--- src/rtl/rv_pkg.sv ---
// Shared RISC-V core types: architectural sizes and the writeback entry
// carried from execution units to the register file.
package rv_pkg;

    localparam int XLEN  = 32;
    localparam int NREGS = 32;
    localparam int RW    = $clog2(NREGS);

    typedef logic [RW-1:0] reg_idx_t;

    typedef struct packed {
        reg_idx_t        rd;
        logic [XLEN-1:0] data;
    } wb_entry_t;

endpackage

--- src/rtl/wb_fifo.sv ---
// Synchronous FIFO of writeback entries with occupancy count.
// DEPTH must be a power of two so the pointers wrap naturally.
module wb_fifo
    import rv_pkg::*;
#(
    parameter int DEPTH = 4
) (
    input  logic                     clk,
    input  logic                     rst,
    input  logic                     push_i,
    input  wb_entry_t                din_i,
    input  logic                     pop_i,
    output wb_entry_t                dout_o,
    output logic [$clog2(DEPTH):0]   count_o,
    output logic                     full_o,
    output logic                     empty_o
);

    localparam int AW = $clog2(DEPTH);

    logic [AW-1:0] wptr_q;
    logic [AW-1:0] rptr_q;
    logic [AW:0]   cnt_q;
    wb_entry_t     mem_q [DEPTH];

    always_ff @(posedge clk or posedge rst) begin
        if (rst) begin
            wptr_q <= '0;
            rptr_q <= '0;
            cnt_q  <= '0;
        end else begin
            if (push_i) wptr_q <= wptr_q + 1'b1;
            if (pop_i)  rptr_q <= rptr_q + 1'b1;
            if (push_i && !pop_i)
                cnt_q <= cnt_q + 1'b1;
            else if (pop_i && !push_i)
                cnt_q <= cnt_q - 1'b1;
        end
    end

    always_ff @(posedge clk) begin
        if (push_i) mem_q[wptr_q] <= din_i;
    end

    assign dout_o  = mem_q[rptr_q];
    assign count_o = cnt_q;
    assign full_o  = (cnt_q == (AW+1)'(DEPTH));
    assign empty_o = (cnt_q == '0);

endmodule

--- src/rtl/regfile_writer.sv ---
// Register file write-side front end: buffers ALU results, arbitrates
// against LSU loads, drives the write port and tracks pending writes.
module regfile_writer
    import rv_pkg::*;
#(
    parameter int FIFO_DEPTH = 4
) (
    input  logic             clk,
    input  logic             rst,
    input  logic             alu_valid,
    output logic             alu_ready,
    input  logic [RW-1:0]    alu_rd,
    input  logic [XLEN-1:0]  alu_data,
    input  logic             mem_valid,
    output logic             mem_ready,
    input  logic [RW-1:0]    mem_rd,
    input  logic [XLEN-1:0]  mem_data,
    input  logic             issue_valid,
    input  logic [RW-1:0]    issue_rd,
    output logic [NREGS-1:0] busy,
    output logic             wr_en,
    output logic [RW-1:0]    regW,
    output logic [XLEN-1:0]  portW
);

    localparam int CW = $clog2(FIFO_DEPTH) + 1;

    logic             fifo_push;
    logic             fifo_pop;
    logic             fifo_full;
    logic             fifo_empty;
    logic [CW-1:0]    fifo_cnt;
    wb_entry_t        fifo_din;
    wb_entry_t        fifo_head;

    logic             wr_en_q,  wr_en_d;
    reg_idx_t         regW_q,   regW_d;
    logic [XLEN-1:0]  portW_q,  portW_d;
    logic [NREGS-1:0] busy_q,   busy_d;

    logic             room;

    assign room      = (fifo_cnt != CW'(FIFO_DEPTH));
    assign alu_ready = !rst && room;
    assign mem_ready = !rst && room;

    // Writes to x0 complete the handshake but never enter the FIFO.
    assign fifo_push = alu_valid && alu_ready && (alu_rd != '0);
    assign fifo_din  = '{rd: alu_rd, data: alu_data};

    wb_fifo #(.DEPTH(FIFO_DEPTH)) u_fifo (
        .clk     (clk),
        .rst     (rst),
        .push_i  (fifo_push),
        .din_i   (fifo_din),
        .pop_i   (fifo_pop),
        .dout_o  (fifo_head),
        .count_o (fifo_cnt),
        .full_o  (fifo_full),
        .empty_o (fifo_empty)
    );

    always_comb begin
        fifo_pop = 1'b0;
        wr_en_d  = 1'b0;
        regW_d   = regW_q;
        portW_d  = portW_q;
        if (fifo_full || (!mem_valid && !fifo_empty)) begin
            fifo_pop = 1'b1;
            wr_en_d  = 1'b1;
            regW_d   = fifo_head.rd;
            portW_d  = fifo_head.data;
        end else if (mem_valid && mem_rd != '0) begin
            wr_en_d  = 1'b1;
            regW_d   = mem_rd;
            portW_d  = mem_data;
        end
    end

    // Clear from the committing write first so a same-cycle issue wins.
    always_comb begin
        busy_d = busy_q;
        if (wr_en_q)
            busy_d[regW_q] = 1'b0;
        if (issue_valid && issue_rd != '0)
            busy_d[issue_rd] = 1'b1;
        busy_d[0] = 1'b0;
    end

    always_ff @(posedge clk or posedge rst) begin
        if (rst) begin
            wr_en_q <= 1'b0;
            regW_q  <= '0;
            portW_q <= '0;
            busy_q  <= '0;
        end else begin
            wr_en_q <= wr_en_d;
            regW_q  <= regW_d;
            portW_q <= portW_d;
            busy_q  <= busy_d;
        end
    end

    assign wr_en = wr_en_q;
    assign regW  = regW_q;
    assign portW = portW_q;
    assign busy  = busy_q;

endmodule

--- config.mk ---
export PLATFORM = sky130hd
export DESIGN_NAME = regfile_writer
export DESIGN_NICKNAME = d
export VERILOG_FILES = /design/src/rtl/rv_pkg.sv /design/src/rtl/wb_fifo.sv /design/src/rtl/regfile_writer.sv
export SDC_FILE = /design/constraint.sdc
export NUM_CORES = 1
export LEC_CHECK = 0
export ABC_AREA = 1
export BUFFER_PORTS_ARGS = -buffer_cell sky130_fd_sc_hd__buf_2
export CORE_ASPECT_RATIO = 0.8
export CORE_UTILIZATION = 40
export DETAILED_ROUTE_END_ITERATION = 10
export PLACE_DENSITY_LB_ADDON = 0.15
export SLEW_MARGIN = 15
export SYNTH_ARGS = -nofsm -noshare
export SYNTH_HDL_FRONTEND = slang
export SYNTH_SLANG_ARGS = --single-unit
--- constraint.sdc ---
create_clock -name clk -period 2.81 [get_ports clk]
set_input_delay 0.281 -clock clk [delete_from_list [all_inputs] [get_ports clk]]
set_output_delay 0.281 -clock clk [all_outputs]
set_load 0.03 [all_outputs]
==> impl_metrics.env, run 1 <==
export IMPL_rsz0062_at_grt="no"
export IMPL_arrival_ns=2.66
export IMPL_core_sq_um=23700
export IMPL_cts_tree="yes"
export IMPL_critPathMaxFanout=73
export IMPL_crit_type="flop to flop"
export IMPL_hold_path_startpoint="alu_data[27]"
export IMPL_final_area_sq_um=11900
export IMPL_path_cells="nor2_4 -> nand2_1 -> o21ai_4 -> buf_4 -> nand2_1 -> buf_4 -> nand3_1 -> nand2_1"
export IMPL_grt_max_degree=77
export IMPL_route_detailed_vias_per_inst=4.74
export IMPL_antenna_found_initial=0
export IMPL_htreeDepth=1
export IMPL_track_usage=0.187
export IMPL_fp_dieW_microns=177
export IMPL_synth_cell_types=24
export IMPL_power_total_mw=12.7
export IMPL_ios=156
export IMPL_dieArea_sq_um=25100
export IMPL_worst_hold_path_type="input pin to flop"
export IMPL_skew_ns=0.00986
export IMPL_fin_nets=1254
export IMPL_drive_gt1_frac=0.182
export IMPL_io_buffers=154
export IMPL_antennaDiodeCount=0
export IMPL_slowest_delay_ns=0.65
export IMPL_fp_dieH_microns=142
export IMPL_cp_start_kind="flop"
export IMPL_ys_warn_count=0
export IMPL_drt_iter0_drc=481
export IMPL_ir_worst_vdd_mv=0.529
export IMPL_rr_startpoint="u_fifo.count_o[0]$_DFFE_PP0P_"
export IMPL_wl_per_cell_microns=15.2
export IMPL_cts_resized=0
export IMPL_p_leak_nw=5.47
export IMPL_finalHoldViolCount=0
export IMPL_placementRows=50
export IMPL_drv_slew=0
export IMPL_cts_root_buf="clkbuf_16"
export IMPL_drc=0
export IMPL_area_growth_pct=21.8
export IMPL_clkLatencyLatePin_ns=0.51
export IMPL_cp_num_buf_inv=2
export IMPL_min_period_ns=2.27
export IMPL_finalSetupViolations=0
export IMPL_clock_sinks=224
export IMPL_min_period_over_period=0.806
export IMPL_overflow=0
export IMPL_crit_path_top_delay_cell="buf_4"
export IMPL_drtPass1Iterations=5
export IMPL_cts_path_max_buffers=3
export IMPL_grt_pass1_wl_microns=36700
export IMPL_synth_seq_cells=224
export IMPL_end_kind="flop"
export IMPL_cp_startpoint="u_fifo.count_o[0]$_DFFE_PP0P_"
export IMPL_syn_area_per_cell_sq_um=9.90
export IMPL_cpMostUsedCell="nand2_1"
export IMPL_cts_clk_slew_worst_paths_ns=0.06
export IMPL_setup_tns_final_ns=0
export IMPL_cpLargestDelayFamily="buffers and inverters"
export IMPL_status="finished clean"
export IMPL_maxCapViolations=0
export IMPL_dpl_hpwl_microns=13500
export IMPL_syn_area_sq_um=9800
export IMPL_synth_fp_nets=1080
export IMPL_start_util=0.413
export IMPL_drtAntennaViolNets=0
export IMPL_cts_buffers=23
export IMPL_synth_cells=990
export IMPL_crit_required_ns=3.21
export IMPL_placed_cell_area_sq_um=10900
export IMPL_relSlewSlack=0.311
export IMPL_power_density_nw_per_um2=1060
export IMPL_tightest_slew_ns=1.03
export IMPL_ys_seq_area_frac=0.648
export IMPL_grt_pass1_vias=6830
export IMPL_finalWirelength_microns=22700
export IMPL_vias=7084
export IMPL_routabilityCongestion=0.778
export IMPL_fmax_ghz=0.441
-- sequential cells by signal, summed over array words and instances, names as in the netlist --
register	cells
regW	5
u_fifo.count_o	3
u_fifo.mem_q	148
wr_en	1
portW	32
busy	31
u_fifo.wptr_q	2
u_fifo.rptr_q	2
-- routing by layer --
| layer | global-route usage | share of wire | wire length, microns |
|---|---|---|---|
| met5 | 0 | 0 | 0 |
| met3 | 0.0283 | 0.051 | 1160 |
| met2 | 0.297 | 0.45 | 10100 |
| met1 | 0.272 | 0.49 | 11100 |
| met4 | 0.0363 | 0.014 | 318 |
-- Yosys cell counts --
| library cell | instances | share of area |
|---|---|---|
| conb_1 | 1 | 0.00038 |
| inv_1 | 182 | 0.070 |
| buf_1 | 4 | 0.0015 |
| nand2_1 | 224 | 0.086 |
| buf_4 | 7 | 0.0054 |
| o21ai_0 | 75 | 0.038 |
| a21oi_1 | 2 | 0.0010 |
| dfrtp_1 | 76 | 0.19 |
| buf_2 | 17 | 0.0087 |
| nor2_4 | 1 | 0.0011 |
| nand3_1 | 196 | 0.10 |
| mux2_2 | 1 | 0.0011 |
| nor2_1 | 23 | 0.0088 |
| fa_1 | 1 | 0.0020 |
| xor2_1 | 3 | 0.0027 |
| xnor2_1 | 1 | 0.00089 |
| clkbuf_1 | 6 | 0.0023 |
| nand4_1 | 3 | 0.0019 |
| buf_6 | 11 | 0.013 |
| inv_2 | 1 | 0.00038 |
| clkbuf_2 | 1 | 0.00051 |
| edfxtp_1 | 148 | 0.45 |
| ha_1 | 5 | 0.0064 |
| o21ai_1 | 1 | 0.00051 |
-- per-stage QoR --
stage | hold slack (ns) | setup WS (ns) | std cells | util
finish | 0.0219 | 0.544 | 1493 | 0.503
global route | 0.0129 | 0.371 | 1493 | 0.503
CTS | 0.00180 | 0.536 | 1493 | 0.503
detailed placement | 0.488 | 0.545 | 1425 | 0.459
global placement | 0.485 | 0.622 | 1425 | 0.459
floorplan | 0.380 | -0.217 | 990 | -
-- power by group --
part           total (mW)  internal (mW)  switching [mW]
Sequential           4.71           4.31           0.402
Combinational        4.85           1.41            3.44
Clock                3.12           1.90            1.22
-- path summary, 6_finish.rpt --
| check | depth (start not counted) | slack, ns | to |
|---|---|---|---|
| max in group asynchronous | 3 | 1.95 | u_fifo.rptr_q[0]$_DFFE_PP0N_ |
| min in group asynchronous | 3 | 0.17 | u_fifo.count_o[2]$_DFFE_PP0P_ |
| setup reg to reg | 8 | 0.54 | portW[10]$_DFFE_PP0P_ |
| hold / removal | 1 | 0.02 | u_fifo.mem_q[0][27]$_DFFE_PP_ |
| hold reg to reg | 2 | 0.50 | busy[19]$_DFF_PP0_ |
| setup / recovery | 8 | 0.54 | portW[10]$_DFFE_PP0P_ |
-- worst reg2reg max path, cell delays in order, from the launching register on --
cell and delay (ns):
dfrtp_1 0.45, nor2_4 0.20, nand2_1 0.11, o21ai_4 0.08, buf_4 0.65, nand2_1 0.14, buf_4 0.31, nand3_1 0.17
nand2_1 0.06
-- layout by cell type, fill, tap and decap left out, drive strengths merged --
cell type / count
inv: 183
nand4: 3
fa: 1
clkinvlp: 2
nand3: 196
xor2: 3
o21ai: 76
clkinv: 2
conb: 1
buf: 169
bufinv: 3
a21oi: 2
nor2: 24
mux2: 1
edfxtp: 148
dlygate4sd3: 26
ha: 5
dfrtp: 76
xnor2: 1
clkbuf: 35
nand2: 224
-- kinds of logic after synthesis --
family / synth area share
other: 0.000383
AO/OA/AOI/OAI: 0.0398
AND/OR/NAND/NOR: 0.198
flip-flops: 0.648
adder cells (fa/ha/maj): 0.00843
XOR/XNOR: 0.00358
buffers and inverters: 0.101
multiplexers: 0.00115
-- what timing repair did --
action                    in CTS  in global routing
hold buffers                  26                  0
hold endpoints to repair     100                  0
buffers inserted               0                  0
-- layout make-up --
type	count	area [sq um]
clock buffers	35	661
clock inverters	7	119
fillers	2201	11800
inverters	183	691
multi-input cells	537	2510
flip-flops and latches	224	6350
well taps	312	390
repair buffers	195	1220
Note: power is estimated with default switching activity, not from simulation.
==> run 2: changes to the inputs <==
Settings changed: ABC_AREA 1 to 0.
Clock period 2.81 ns to 2.2 ns, I/O delays scaled along.
==> run 2 against run 1 <==
Count of clock-buffer cells in the layout increased by 1. Clock power up 25%. Critical path depth stayed put. Total power increased by 24%.
==> impl_metrics.env, run 2 <==
export IMPL_ys_warn_count=0
export IMPL_finalSetupViolations=0
export IMPL_min_period_ns=2.14
export IMPL_tightest_slew_ns=0.730
export IMPL_start_util=0.407
export IMPL_arrival_ns=2.53
export IMPL_grt_max_degree=78
export IMPL_synthTopCellsByArea="edfxtp_1 (49%), dfrtp_1 (21%), mux4_2 (9.1%)"
export IMPL_drtAntennaViolNets=0
export IMPL_antennaDiodeCount=0
export IMPL_status="finished clean"
export IMPL_post_place_ws_ns=0.0364
export IMPL_synth_common_cells="edfxtp_1 (148), dfrtp_1 (76), a31oi_1 (64), o21ai_0 (62), nor2_1 (43)"
export IMPL_relSlewSlack=0.514
export IMPL_mostFrequentLayoutCells="buf_2 (154), edfxtp_1 (148), dfrtp_1 (73), dlygate4sd3_1 (65), a31oi_1 (64)"
export IMPL_rsz0062_at_grt="no"
export IMPL_skew_ns=0.0114
export IMPL_track_usage=0.196
export IMPL_drc=0
export IMPL_regMostFlops="u_fifo.mem_q"
export IMPL_synth_cell_types=34
export IMPL_power_density_nw_per_um2=1340
export IMPL_antenna_found_initial=0
export IMPL_p_leak_nw=4.38
export IMPL_grt_pass1_wl_microns=34700
export IMPL_end_kind="flop"
export IMPL_grt_pass1_vias=6340
export IMPL_critPathMaxFanout=5
export IMPL_cts_path_max_buffers=3
export IMPL_final_area_sq_um=11800
export IMPL_cts_root_buf="clkbuf_16"
export IMPL_dieArea_sq_um=23500
export IMPL_ir_worst_vdd_mv=0.653
export IMPL_synth_fp_nets=693
export IMPL_synth_edf_count=148
export IMPL_fp_dieH_microns=137
export IMPL_ios=156
export IMPL_area_growth_pct=28.8
export IMPL_core_sq_um=22400
export IMPL_fmax_ghz=0.468
export IMPL_syn_area_per_cell_sq_um=15.2
export IMPL_finish_utilization=0.525
export IMPL_drt_iter0_drc=419
export IMPL_cts_clk_slew_worst_paths_ns=0.06
export IMPL_cts_tree="yes"
export IMPL_clock_sinks=224
export IMPL_cp_start_kind="input pin"
export IMPL_synth_top_family_by_area="multiplexers"
export IMPL_drive_gt1_frac=0.314
export IMPL_synthMuxAreaShare=0.0941
export IMPL_synth_top_area_cell="edfxtp_1"
export IMPL_overflow=0
export IMPL_maxCapViolations=0
export IMPL_synthFlopType="edfxtp_1"
export IMPL_vias=6149
export IMPL_power_total_mw=15.8
export IMPL_syn_area_sq_um=9140
export IMPL_ys_seq_area_frac=0.694
export IMPL_synthMostInstantiatedCell="edfxtp_1"
export IMPL_crit_required_ns=2.59
export IMPL_min_period_over_period=0.971
export IMPL_synth_simple_area_share=0.0846
export IMPL_drv_slew=0
export IMPL_largest_reg_flops=148
export IMPL_finalHoldViolCount=0
export IMPL_final_common_cell="buf_2"
export IMPL_async_reset_ff_frac=0.339
export IMPL_routabilityCongestion=0.824
export IMPL_synth_seq_cells=224
export IMPL_io_buffers=154
export IMPL_worst_hold_path_type="input pin to flop"
export IMPL_synth_cells=603
export IMPL_placementRows=49
export IMPL_yosys_area_top_type_share=0.486
export IMPL_dpl_hpwl_microns=14300
export IMPL_drtPass1Iterations=5
export IMPL_crit_type="input pin to flop"
export IMPL_placed_cell_area_sq_um=10300
export IMPL_htreeDepth=1
export IMPL_fp_dieW_microns=171
export IMPL_synth_compound_area_frac=0.0895
export IMPL_synth_xor_area_frac=0.00575
export IMPL_synth_adder_area_share=0.00904
export IMPL_fin_ws_ns=0.0637
export IMPL_setup_tns_final_ns=0
export IMPL_wl_per_cell_microns=19.4
export IMPL_finalWirelength_microns=22500
export IMPL_route_detailed_vias_per_inst=5.32
export IMPL_fin_nets=921
export IMPL_clkLatencyLatePin_ns=0.51
export IMPL_cts_buffers=24
run 2: cell count changes after synthesis, sizes merged, moves of 13 or more:
cell,delta
inv,-178
a31oi,+64
nor2b,+32
nand2,-216
mux4,+37
nor2,+19
buf,-21
nand3,-156
o21ai,-13
run 2: metal layers:
layer  part of all wire  wire length [microns]  global-route usage
met5                  0                      0                   0
met4              0.020                    445              0.0496
met3              0.059                   1320              0.0296
met2               0.48                  10800               0.326
met1               0.44                   9910               0.270
run 2: power by group:
| part | switching, mW | internal (mW) | leakage, nW |
|---|---|---|---|
| logic | 3.48 | 2.16 | 1.80 |
| registers | 0.684 | 5.54 | 2.21 |
| clock network | 1.59 | 2.31 | 0.376 |
run 2: worst max-delay path, cell delays in order:
cell	delay [ns]
dlygate4sd3_1	0.54
buf_2	0.15
or3_1	0.36
o311a_4	0.32
ha_2	0.20
inv_1	0.07
fa_1	0.40
mux2_2	0.26
run 2: stage by stage:
step                cells  hold WS (ns)
floorplan             603         0.319
global placement     1046         0.382
detailed placement   1046         0.389
CTS                  1154     0.0000683
global route         1155        0.0155
finish               1155        0.0187
run 2: area by class of cell:
class                      instances  area [sq um]
tap                              306           383
fill                            1901         10700
sequential                       224          6350
timing repair buffer             239          1630
clock inverter                     8          73.8
multi-input combinational        337          2620
inverter                           5          20.0
clock buffer                      36           697
run 2: logic make-up after synthesis:
family | count (synthesis)
AOI/OAI and AO/OA | 138
xor gates and xnor gates | 6
adders and majority gates | 6
buffers and inverters | 42
DFF | 224
muxes | 39
other | 1
and+or+nand+nor | 147
run 2: path summary, 6_finish.rpt:
| check | to | cells after the start | start | slack (ns) |
|---|---|---|---|---|
| min in group asynchronous | u_fifo.count_o[1]$_DFFE_PP0P_ | 4 | rst | 0.40 |
| min | portW[10]$_DFFE_PP0P_ | 3 | mem_data[10] | 0.02 |
| min reg2reg | busy[26]$_DFF_PP0_ | 2 | busy[26]$_DFF_PP0_ | 0.51 |
| max in group asynchronous | portW[7]$_DFFE_PP0P_ | 4 | rst | 1.32 |
| max | u_fifo.count_o[1]$_DFFE_PP0P_ | 8 | alu_rd[0] | 0.06 |
| max reg2reg | u_fifo.count_o[2]$_DFFE_PP0P_ | 9 | u_fifo.count_o[1]$_DFFE_PP0P_ | 0.14 |
run 2: what timing repair did:
| action | in CTS | in global routing |
|---|---|---|
| buffers inserted | 0 | 0 |
| hold buffers | 64 | 1 |
| hold endpoints to repair | 250 | 1 |
| resized for setup | 0 | 2 |
| setup endpoints to repair | 0 | 2 |
==> run 3: changes to the inputs <==
==> constraint.sdc (replaced) <==
create_clock -name clk -period 2.2 [get_ports clk]
set_input_delay 0.33 -clock clk [delete_from_list [all_inputs] [get_ports clk]]
set_output_delay 0.33 -clock clk [all_outputs]
set_load 0.03 [all_outputs]
==> run 3 against run 2 <==
Worst hold slack improved by 0.0090 ns. Critical path depth unchanged. Total power rose by 0.23%. Clock power is 2% higher.
==> impl_metrics.env, run 3 (synthesis gave the netlist of run 2 again) <==
export IMPL_status="finished clean"
export IMPL_regMostFlops="u_fifo.mem_q"
export IMPL_rsz0062_at_grt="no"
export IMPL_placementRows=49
export IMPL_arrival_ns=2.43
export IMPL_cts_root_buf="clkbuf_16"
export IMPL_path_cells="buf_4 -> o31ai_4 -> ha_1 -> inv_1 -> fa_1 -> xor2_1 -> nor2_1 -> xor2_1"
export IMPL_post_place_ws_ns=-0.0171
export IMPL_fmax_ghz=0.498
export IMPL_end_kind="flop"
export IMPL_post_place_cells=1053
export IMPL_grt_pass1_wl_microns=32900
export IMPL_cpMostUsedCell="xor2_1"
export IMPL_largest_reg_flops=148
export IMPL_htreeDepth=1
export IMPL_dpl_hpwl_microns=13900
export IMPL_clkLatencyLatePin_ns=0.51
export IMPL_mostFrequentLayoutCells="buf_2 (154), edfxtp_1 (148), dfrtp_1 (74), a31oi_1 (64), o21ai_0 (62)"
export IMPL_relSlewSlack=0.514
export IMPL_cts_buffers=25
export IMPL_track_usage=0.185
export IMPL_cp_start_kind="flop"
export IMPL_min_period_ns=2.01
export IMPL_tightest_slew_ns=0.728
export IMPL_critPathMaxFanout=4
export IMPL_drc=0
export IMPL_cts_path_max_buffers=3
export IMPL_antenna_found_initial=2
export IMPL_final_area_sq_um=11300
export IMPL_power_density_nw_per_um2=1400
export IMPL_cp_num_buf_inv=2
export IMPL_finish_utilization=0.502
export IMPL_hold_slack_ns=0.0277
export IMPL_drtPass1Iterations=5
export IMPL_cts_resized=0
export IMPL_fp_dieW_microns=171
export IMPL_crit_type="flop to flop"
export IMPL_crit_path_top_delay_cell="fa_1"
export IMPL_area_growth_pct=23.2
export IMPL_vias=5879
export IMPL_io_buffers=154
export IMPL_overflow=0
export IMPL_routabilityCongestion=0.767
export IMPL_worst_hold_path_type="input pin to flop"
export IMPL_drive_gt1_frac=0.344
export IMPL_cpLargestDelayFamily="adder cells"
export IMPL_ir_worst_vdd_mv=0.662
export IMPL_dieArea_sq_um=23500
export IMPL_finalSetupViolations=0
export IMPL_finalWirelength_microns=21600
export IMPL_grt_pass1_vias=5906
export IMPL_ios=156
export IMPL_wl_per_cell_microns=19.6
export IMPL_crit_required_ns=2.62
export IMPL_maxCapViolations=0
export IMPL_placed_cell_area_sq_um=10500
export IMPL_drv_slew=0
export IMPL_post_cts_buffers=0
export IMPL_cts_tree="yes"
export IMPL_fin_nets=865
export IMPL_p_leak_nw=4.18
export IMPL_clock_sinks=224
export IMPL_grt_max_degree=78
export IMPL_core_sq_um=22400
export IMPL_cts_clk_slew_worst_paths_ns=0.06
export IMPL_fin_ws_ns=0.194
export IMPL_drtAntennaViolNets=0
export IMPL_finalHoldViolCount=0
export IMPL_route_detailed_vias_per_inst=5.34
export IMPL_fp_dieH_microns=137
export IMPL_start_util=0.407
export IMPL_min_period_over_period=0.912
export IMPL_final_common_cell="buf_2"
export IMPL_slowest_delay_ns=0.38
export IMPL_stdcell_count=1100
export IMPL_skew_ns=0.0152
export IMPL_drt_iter0_drc=391
-- run 3: changes by cell type in the layout (fill, tap and decap cells not counted), sizes merged --
cell	before	now
clkinv	5	9
buf	174	181
dlygate4sd3	65	1
bufinv	1	2
diode	0	1
clkbuf	36	33
inv	6	5
-- run 3: layer usage --
layer	vias to the layer above	wire (microns)	global-route usage
met5	-	27	0
li1	2676	-	-
met1	2957	9200	0.247
met4	4	379	0.0451
met3	31	1330	0.0376
met2	211	10700	0.313
-- run 3: worst paths after layout --
check                                                    from  slack, ns                             to  cells past startpoint
worst max register to register  u_fifo.count_o[0]$_DFFE_PP0P_       0.19  u_fifo.count_o[2]$_DFFE_PP0P_                      8
worst max-delay path            u_fifo.count_o[0]$_DFFE_PP0P_       0.19  u_fifo.count_o[2]$_DFFE_PP0P_                      8
worst min register to register              busy[4]$_DFF_PP0_       0.51              busy[4]$_DFF_PP0_                      2
worst min-delay path                             alu_data[12]       0.03  u_fifo.mem_q[2][12]$_DFFE_PP_                      1
min in group asynchronous                                 rst       0.48              busy[2]$_DFF_PP0_                      3
max in group asynchronous                                 rst       1.13             busy[17]$_DFF_PP0_                      4
-- run 3: report_power, final --
group / switching [mW] / internal [mW] / total (mW)
sequential: 0.684 / 5.54 / 6.23
combinational: 3.46 / 2.15 / 5.61
clock: 1.59 / 2.39 / 3.98
-- run 3: cell type report --
type | instances | area (sq um)
tap | 306 | 383
fill | 1967 | 11200
multi-input combinational | 337 | 2620
clock buffer | 33 | 676
clock inverter | 12 | 114
antenna | 1 | 2.50
inverter | 5 | 22.5
sequential | 224 | 6350
timing repair buffer | 182 | 1100
-- run 3: through the flow --
stage,setup TNS (ns),total power [mW]
detailed placement,-0.0171,12.0
global route,0,16.7
global placement,-0.00653,11.8
floorplan,-0.0195,10.1
finish,0,15.8
CTS,0,16.0
-- run 3: worst reg2reg max path: stages, from the launching register on --
cell	delay [ns]
dfrtp_1	0.37
buf_4	0.16
o31ai_4	0.31
ha_1	0.23
inv_1	0.06
fa_1	0.38
xor2_1	0.15
nor2_1	0.12
xor2_1	0.16
-- run 3: repair_timing --
action / CTS / global route
hold buffers: 1 / 0
endpoints found under the setup margin: 0 / 0
hold endpoints to repair: 20 / 0
